[src/rtl/package_settings.sv]
// Project-wide data-path settings shared by the divider and its front-end.
package package_settings;
    parameter int unsigned SIZE_DATA = 16;
endpackage

[src/rtl/divider_sequencer.sv]
// Operand front-end for the fixed-latency divider: registers operands,
// waits out the divider latency, returns the quotient on a valid/ready
// stream, and diverts zero divisors so the divider never sees them.
module divider_sequencer
    import package_settings::*;
#(
    parameter int unsigned DIV_LATENCY = 1,
    parameter int unsigned CNT_WIDTH   = 16
) (
    input  logic                 clk,
    input  logic                 reset,
    input  logic                 in_valid,
    output logic                 in_ready,
    input  logic [SIZE_DATA-1:0] in_dividend,
    input  logic [SIZE_DATA-1:0] in_divisor,
    output logic [SIZE_DATA-1:0] div_dividend,
    output logic [SIZE_DATA-1:0] div_divisor,
    input  logic [SIZE_DATA-1:0] div_quotient,
    output logic                 out_valid,
    input  logic                 out_ready,
    output logic [SIZE_DATA-1:0] out_quotient,
    output logic                 out_div_by_zero,
    output logic [CNT_WIDTH-1:0] zero_count
);

    localparam int unsigned WAIT_W = (DIV_LATENCY > 1) ? $clog2(DIV_LATENCY + 1) : 1;

    typedef enum logic [1:0] {
        IDLE,
        WAIT,
        DONE
    } state_t;

    state_t               state_q, state_d;
    logic [WAIT_W-1:0]    wait_q, wait_d;
    logic [SIZE_DATA-1:0] div_dividend_q, div_dividend_d;
    logic [SIZE_DATA-1:0] div_divisor_q, div_divisor_d;
    logic [SIZE_DATA-1:0] quotient_q, quotient_d;
    logic                 valid_q, valid_d;
    logic                 dbz_q, dbz_d;
    logic [CNT_WIDTH-1:0] zero_count_q, zero_count_d;
    logic                 accept;

    assign in_ready        = (state_q == IDLE) || ((state_q == DONE) && out_ready);
    assign accept          = in_valid && in_ready;
    assign div_dividend    = div_dividend_q;
    assign div_divisor     = div_divisor_q;
    assign out_valid       = valid_q;
    assign out_quotient    = quotient_q;
    assign out_div_by_zero = dbz_q;
    assign zero_count      = zero_count_q;

    // State register and datapath registers; reset parks the divider on 0/1.
    always_ff @(posedge clk) begin
        if (reset) begin
            state_q        <= IDLE;
            wait_q         <= '0;
            div_dividend_q <= '0;
            div_divisor_q  <= SIZE_DATA'(1);
            quotient_q     <= '0;
            valid_q        <= 1'b0;
            dbz_q          <= 1'b0;
            zero_count_q   <= '0;
        end else begin
            state_q        <= state_d;
            wait_q         <= wait_d;
            div_dividend_q <= div_dividend_d;
            div_divisor_q  <= div_divisor_d;
            quotient_q     <= quotient_d;
            valid_q        <= valid_d;
            dbz_q          <= dbz_d;
            zero_count_q   <= zero_count_d;
        end
    end

    // Next-state and datapath updates for the IDLE/WAIT/DONE sequence.
    always_comb begin
        state_d        = state_q;
        wait_d         = wait_q;
        div_dividend_d = div_dividend_q;
        div_divisor_d  = div_divisor_q;
        quotient_d     = quotient_q;
        valid_d        = valid_q;
        dbz_d          = dbz_q;
        zero_count_d   = zero_count_q;

        case (state_q)
            WAIT: begin
                if (wait_q == '0) begin
                    quotient_d = div_quotient;
                    dbz_d      = 1'b0;
                    valid_d    = 1'b1;
                    state_d    = DONE;
                end else begin
                    wait_d = wait_q - WAIT_W'(1);
                end
            end
            DONE: begin
                if (out_ready) begin
                    valid_d = 1'b0;
                    state_d = IDLE;
                end
            end
            default: ;
        endcase

        // Accept can only happen in IDLE or on the DONE hand-off edge, so it
        // overrides the release above and starts the new transaction directly.
        if (accept) begin
            if (in_divisor != '0) begin
                div_dividend_d = in_dividend;
                div_divisor_d  = in_divisor;
                wait_d         = WAIT_W'(DIV_LATENCY);
                valid_d        = 1'b0;
                state_d        = WAIT;
            end else begin
                quotient_d = '1;
                dbz_d      = 1'b1;
                valid_d    = 1'b1;
                state_d    = DONE;
                if (zero_count_q != '1) begin
                    zero_count_d = zero_count_q + CNT_WIDTH'(1);
                end
            end
        end
    end

endmodule

[config.mk]
export PLATFORM = sky130hd
export DESIGN_NAME = divider_sequencer
export DESIGN_NICKNAME = d
export VERILOG_FILES = /design/src/rtl/package_settings.sv /design/src/rtl/divider_sequencer.sv
export SDC_FILE = /design/constraint.sdc
export NUM_CORES = 1
export LEC_CHECK = 0
export CAP_MARGIN = 20
export CORE_MARGIN = 5
export CORE_UTILIZATION = 24
export DETAILED_ROUTE_END_ITERATION = 6
export DONT_BUFFER_PORTS = 1
export GPL_ROUTABILITY_DRIVEN = 0
export PLACE_DENSITY = 0.45
export SLEW_MARGIN = 20
export SYNTH_ARGS = -nofsm -noshare
export SYNTH_HDL_FRONTEND = slang
export SYNTH_SLANG_ARGS = --single-unit
[constraint.sdc]
create_clock -name clk -period 5.3 [get_ports clk]
set_clock_uncertainty 0.1 [all_clocks]
set_input_delay 1.06 -clock clk [delete_from_list [all_inputs] [get_ports clk]]
set_output_delay 1.06 -clock clk [all_outputs]
set_load 0.1 [all_outputs]
Yosys cells after proc, flatten, opt, wreduce, memory -nomap -nowiden
Cells that the tools add are included.

Register bits after elaboration: 69. Input bits: 52. Output and inout bits: 67. Logic and storage cells: 47.

$add $sub $neg: 2. Equality and inequality tests: 5. Mux-type cells: 22. Bitwise gates (word level): 1. Reductions and logical operators: 9.

Operator list (count): $mux W16 (4); $add A16 B1 Y16 const B (1); $ne A16 B16 Y1 const B (1); $reduce_bool A16 Y1 (1); $mux W1 (12); $mux W2 (4); $ne A3 B3 Y1 const B (2); $reduce_and A3 Y1 (2); $pmux W2 S2 (1); $reduce_bool A3 Y1 (1); $eq A2 B1 Y1 const B (1); $eq A2 B2 Y1 const B (1); $logic_and A1 B1 Y1 (2); $logic_not A2 Y1 (1); $pmux W1 S2 (1); $reduce_and A2 Y1 (1); $logic_or A1 B1 Y1 (1); $not A1 Y1 (1); $sub A1 B1 Y1 const B (1).

Longest topological paths before layout
Gate-level depths: netlist of run 1.

Word-level depth: 6. Gate-level depth with buffers: 8. Mapped depth without buffers: 6.

Least setup slack after synthesis of run 1
OpenSTA, ideal clock, no wires.

Path type: register -> output. Start: register state_q[1]. End: output port in_ready. Data arrival time: 1.778 ns. Required time: 4.140 ns. Slack: 2.362 ns. Stages on the path, launching flop included: 3. Buffers on the path: 0. Cells stage by stage: dfxtp_1 -> inv_1 -> o21a_1.

Word-level cells in the longest chain between the ends: 3. Elaborated cells on any way between the ends: 4. Classes of those cells: eq/ne (1); reduce/logical (3).

Ends and longest elaborated chain: from (decl) (line divider_sequencer.sv:34) `state_t state_q, state_d;`; from (signal assigned) (line divider_sequencer.sv:65) `state_q <= state_d;`; $eq A2 B2 Y1 (line divider_sequencer.sv:44) `assign in_ready = (state_q == IDLE) || ((state_q == DONE) && out_ready);`; $logic_and A1 B1 Y1 (line divider_sequencer.sv:44); $logic_or A1 B1 Y1 * (line divider_sequencer.sv:44); to (decl) (line divider_sequencer.sv:13) `output logic in_ready,`.

Every way passes the cells marked *; elsewhere a longest branch is shown, timed or not.

Worst setup path in the final report of run 1
Same ends and word-level chain as after synthesis.

==> flow_summary.json, run 1 <==
{
  "outcome": "complete, no violations",
  "stdcell_count": 465,
  "wl_met3_um": 820,
  "drt-initial-drc-count": 140,
  "avgRoutedWirePerCell_um": 16.29,
  "wl_met1_mm": 3.117,
  "cts_tree": "done",
  "cap_violations": 0,
  "totalWireLength_mm": 7.575,
  "synthDistinctLibCells": 37,
  "r2r-start": "zero_count[0]",
  "route.met2.wl_mm": 3.521,
  "ant_nets": 0,
  "grtUsageTotal_pct": 11.47,
  "dieWidth_um": 116.1,
  "ir_drop_mv": 0.1973,
  "cts-root-buf": "clkbuf_16",
  "maxSlewViolCount": 0,
  "synth_edf_count": 0,
  "finalCritPeriodShare_pct": 63.68,
  "start_util_pct": 24.71,
  "clk_pin_slew_ps": 50,
  "fin_nets": 377,
  "routed-via-count": 2286,
  "syn_to_final_growth_pct": 12.82,
  "grt_start_max_net_pins": 71,
  "leakagePower_nw": 1.012,
  "cts_hold_buf": 0,
  "start_kind": "flop",
  "placed_cells": 453,
  "post-place-ws_ps": 2123,
  "htree_num_levels": 3,
  "core-area_um2": 10940,
  "synth_fp_nets": 386,
  "r2r_slack_ps": 2110,
  "hp-class": "reg -> reg",
  "syn_inst": 333,
  "setup_ws_ps": 1925,
  "hold_viol_final": 0,
  "min_delay_path_depth": 2,
  "antenna_found_initial": 0,
  "ys_ff_latch": 68,
  "hpwl_mm": 5.244,
  "die_y_um": 116.1,
  "top_layer_used": "met4",
  "async_flop_share_pct": 0,
  "cts_sinks": 68,
  "ys_warn_count": 0,
  "grt_pass1_vias": 2197,
  "fillers": 1162,
  "final_cell_mix": "107 x nand2_1, 68 x dfxtp_1, 44 x a21oi_1",
  "drt-pass1-iter-count": 4,
  "cp-startpoint": "state_q[1]",
  "place.port_buffers": 0,
  "via_per_inst": 4.916,
  "crit_fanout": 4,
  "drive_gt1_share_pct": 6.462,
  "postSynthAreaPerCell_um2": 8.116,
  "tns_ps": 0,
  "post_cts.repair.setup_buffers": 0,
  "regArea_um2": 1361,
  "final_common_cell": "nand2_1",
  "postCtsResizedCells": 0,
  "ff2ff_path_depth": 6,
  "ys.flop_type": "dfxtp_1",
  "end_kind": "output pin",
  "diodes": 0,
  "insertion_delay_ps": 320,
  "cts_inserted_buffers": 9,
  "final-setup-viol-count": 0,
  "worst_pin_slew_ps": 1126,
  "max_freq_mhz": 296.3,
  "power_density_nw_per_um2": 440.1,
  "crit_arrival_ps": 2210,
  "multi_input_area_um2": 1244,
  "grt_setup_unrepaired": "false",
  "overflow": 0,
  "synth_area_um2": 2703,
  "endpoint": "in_ready",
  "fp-row-count": 38,
  "grt_first_pass_wirelength_mm": 11.77,
  "crit_required_ps": 4140,
  "io_pins": 119,
  "die-area_um2": 13480,
  "clock_path_buffers": 2,
  "period_needed_ps": 3375,
  "maxSlewHeadroom_pct": 24.81,
  "path_class": "reg -> out",
  "drc": 0,
  "reg2reg_to": "zero_count[2]",
  "yosysSeqAreaShare_pct": 50.37
}
==> how the worst min path moves through the flow <==
stage	from	slack (ps)	endpoint
6_report	wait_q	410	wait_q
5_1_grt	wait_q	430	wait_q
4_1_cts	wait_q	400	wait_q
3_5_place_dp	wait_q	390	wait_q
3_3_place_gp	wait_q	380	wait_q
2_1_floorplan	wait_q	360	wait_q
==> where the power goes <==
group	switching, mW	leakage (nW)	internal (mW)	total (mW)
clock network	0.196	0.120	0.319	0.515
registers	0.206	0.555	0.540	0.746
logic	0.0545	0.337	0.0266	0.0811
total	0.457	1.01	0.885	1.34
==> final cells by class <==
type                            instances  share of cell area, %
Sequential cell                        68                  44.65
Multi-Input combinational cell        240                  40.79
Clock buffer                           12                  8.084
Tap cell                              140                  5.745
Inverter                                4                 0.4924
Timing Repair Buffer                    1                 0.2462
==> synth_stat cells (all sizes together) (5+ instances only) <==
| master | instances | share of area (%) |
|---|---|---|
| nand2 | 109 | 15 |
| dfxtp | 68 | 50 |
| a21oi | 44 | 8.1 |
| clkbuf | 18 | 2.5 |
| a31oi | 16 | 3.7 |
| nor2 | 9 | 1.2 |
| o21ai | 8 | 1.5 |
| nand3 | 7 | 1.3 |
| or3 | 7 | 1.6 |
| nand4 | 5 | 1.2 |
| or4 | 5 | 1.4 |
==> state kept, by name (all words and copies together), names as in the netlist <==
register	flops
state_q	2
wait_q	1
out_quotient	16
out_div_by_zero	1
div_dividend	16
div_divisor	16
zero_count	16
==> worst max-delay path, stage by stage (launching register included) <==
cell and delay [ps]:
dfxtp_1 1010, inv_1 270, o21a_1 610
==> layer usage <==
layer	vias up	track usage, %
li1	1127	-
met1	1060	13.66
met2	88	17.45
met3	11	5.181
met4	0	5.878
met5	-	0
==> per-stage QoR <==
step / util [%] / cell area, um2 / hold WS, ps / total power [mW]
floorplan: - / 2703 / 357.4 / 0.8243
global placement: 25.58 / 2798 / 384.8 / 0.8373
detailed placement: 25.61 / 2800 / 390.8 / 0.8388
CTS: 27.86 / 3047 / 396.1 / 1.372
global route: 27.88 / 3049 / 431.2 / 1.407
finish: 27.88 / 3049 / 407.3 / 1.342
==> kinds of logic after synthesis <==
logic type	count (synthesis)	share of synthesized area, %
fa+ha+maj	1	0.4629
mux	3	1.157
compound gates	77	16.44
simple gates	157	27.13
buf+inv	25	3.796
flops	68	50.37
xor+xnor	2	0.6483
No activity file was read; power rests on OpenSTA's default activity.
==> run 2, diff against run 1 <==
PLACE_DENSITY = 0.46   (was 0.45)
clock period = 3.1 ns   (was 5.3 ns; I/O delays follow)
==> flow_summary.json, run 2 (synthesis gave the netlist of run 1 again) <==
{
  "cp_cell_sequence": "ha_1 > and4_1 > nand4_1 > o211ai_2 > nor2_1 > mux2_1",
  "crit_fanout": 22,
  "diodes": 0,
  "io_pins": 119,
  "avgRoutedWirePerCell_um": 15.68,
  "design_area_um2": 3193,
  "crit_slowest_cell": "o211ai_2",
  "post-place-ws_ps": 530.6,
  "drt-pass1-iter-count": 4,
  "place_area_um2": 2934,
  "syn_to_final_growth_pct": 18.15,
  "drc": 0,
  "start_kind": "flop",
  "dieWidth_um": 116.1,
  "path_buf_inv": 0,
  "maxSlewHeadroom_pct": 32.80,
  "cts_inserted_buffers": 9,
  "clk_pin_slew_ps": 60,
  "switching_power_mw": 0.7976,
  "worst_pin_slew_ps": 1007,
  "end_kind": "flop",
  "hp-class": "in -> reg",
  "clock_path_buffers": 2,
  "final_cell_mix": "108 x nand2_1, 68 x dfxtp_1, 44 x a21oi_1",
  "htree_num_levels": 3,
  "leakagePower_nw": 1.121,
  "cts_tree": "done",
  "crit_arrival_ps": 2460,
  "totalWireLength_mm": 7.634,
  "cap_violations": 0,
  "grt_pass1_vias": 2328,
  "tns_ps": 0,
  "hold_viol_final": 0,
  "path_class": "reg -> reg",
  "fp-row-count": 38,
  "cts-root-buf": "clkbuf_16",
  "insertion_delay_ps": 320,
  "max_stage_delay_ps": 700,
  "r2r_slack_ps": 740,
  "cp_top_family": "compound AO/OA/AOI/OAI gates",
  "crit_required_ps": 3210,
  "grt_first_pass_wirelength_mm": 11.92,
  "power_frac_seq_pct": 54.8,
  "hpwl_mm": 5.354,
  "p_clk_share_pct": 38.4,
  "ir_drop_mv": 0.2414,
  "finalPower_mw": 2.303,
  "grt_start_max_net_pins": 71,
  "routed-via-count": 2317,
  "start_util_pct": 24.71,
  "power_density_nw_per_um2": 721.2,
  "outcome": "complete, no violations",
  "post_cts.repair.setup_buffers": 0,
  "finalCritPeriodShare_pct": 76.02,
  "via_per_inst": 4.758,
  "overflow": 0,
  "die_y_um": 116.1,
  "final-setup-viol-count": 0,
  "ant_nets": 0,
  "fillers": 1206,
  "setup_ws_ps": 743.4,
  "grtUsageTotal_pct": 11.45,
  "antenna_found_initial": 0,
  "maxSlewViolCount": 0,
  "swShare_pct": 34.64,
  "place.port_buffers": 0,
  "drive_gt1_share_pct": 11.82,
  "die-area_um2": 13480,
  "core-area_um2": 10940,
  "period_needed_ps": 2357,
  "internal_power_mw": 1.505,
  "drt-initial-drc-count": 90,
  "grt_setup_unrepaired": "false",
  "final_common_cell": "nand2_1",
  "max_freq_mhz": 424.3,
  "cts_hold_buf": 0,
  "cts_sinks": 68,
  "fin_nets": 396,
  "postCtsResizedCells": 0,
  "comb_power_share_pct": 6.8
}
==> run 2: changes by cell type in the layout (fill, tap and decap cells not counted), sizes merged <==
cell,change
clkinv,+3
buf,+19
==> run 2: worst register-to-register path, delay by kind of cell, from the launching register on <==
kind	cells	cell delay [ps]
and+or+nand+nor	3	590
DFF	1	330
adders and majority gates	1	190
AOI/OAI and AO/OA	1	700
muxes	1	330
==> run 2: metrics by stage <==
stage | hold WS (ps) | utilization [%] | instances
final | 262.8 | 29.20 | 487
after global routing | 247.6 | 29.20 | 487
after CTS | 246.3 | 29.13 | 486
after detailed placement | 375.0 | 26.83 | 471
after global placement | 372.4 | 26.82 | 471
after floorplan | 357.4 | - | 333
==> run 2: final timing paths <==
kind | endpoint | depth (start not counted) | from
setup / recovery | zero_count[2] | 6 | zero_count[0]
hold / removal | zero_count[5] | 1 | reset
setup reg to reg | zero_count[2] | 6 | zero_count[0]
hold reg to reg | wait_q | 2 | wait_q
==> run 2: layout make-up <==
| type | count | area (um2) | area share, % |
|---|---|---|---|
| inverters | 4 | 15.01 | 0.4702 |
| flip-flops and latches | 68 | 1361 | 42.63 |
| repair buffers | 20 | 150.1 | 4.702 |
| clock buffers | 12 | 236.5 | 7.406 |
| well taps | 140 | 175.2 | 5.486 |
| multi-input cells | 240 | 1240 | 38.83 |
| clock inverters | 3 | 15.01 | 0.4702 |
==> run 2: per-layer routing <==
layer | up-vias | routed length (um) | global-route usage [%]
met5 | - | 0 | 0
met4 | 0 | 152 | 5.800
met3 | 11 | 643 | 3.782
met2 | 76 | 3796 | 19.41
met1 | 1060 | 3042 | 12.85
li1 | 1170 | - | -
==> run 2: power by group through the flow <==
stage,clock (mW),sequential (mW),combinational [mW]
final,0.884,1.26,0.156
after global routing,0.962,1.27,0.178
after CTS,0.920,1.26,0.159
after detailed placement,0,1.28,0.159
after global placement,0,1.28,0.154
after floorplan,0,1.28,0.129
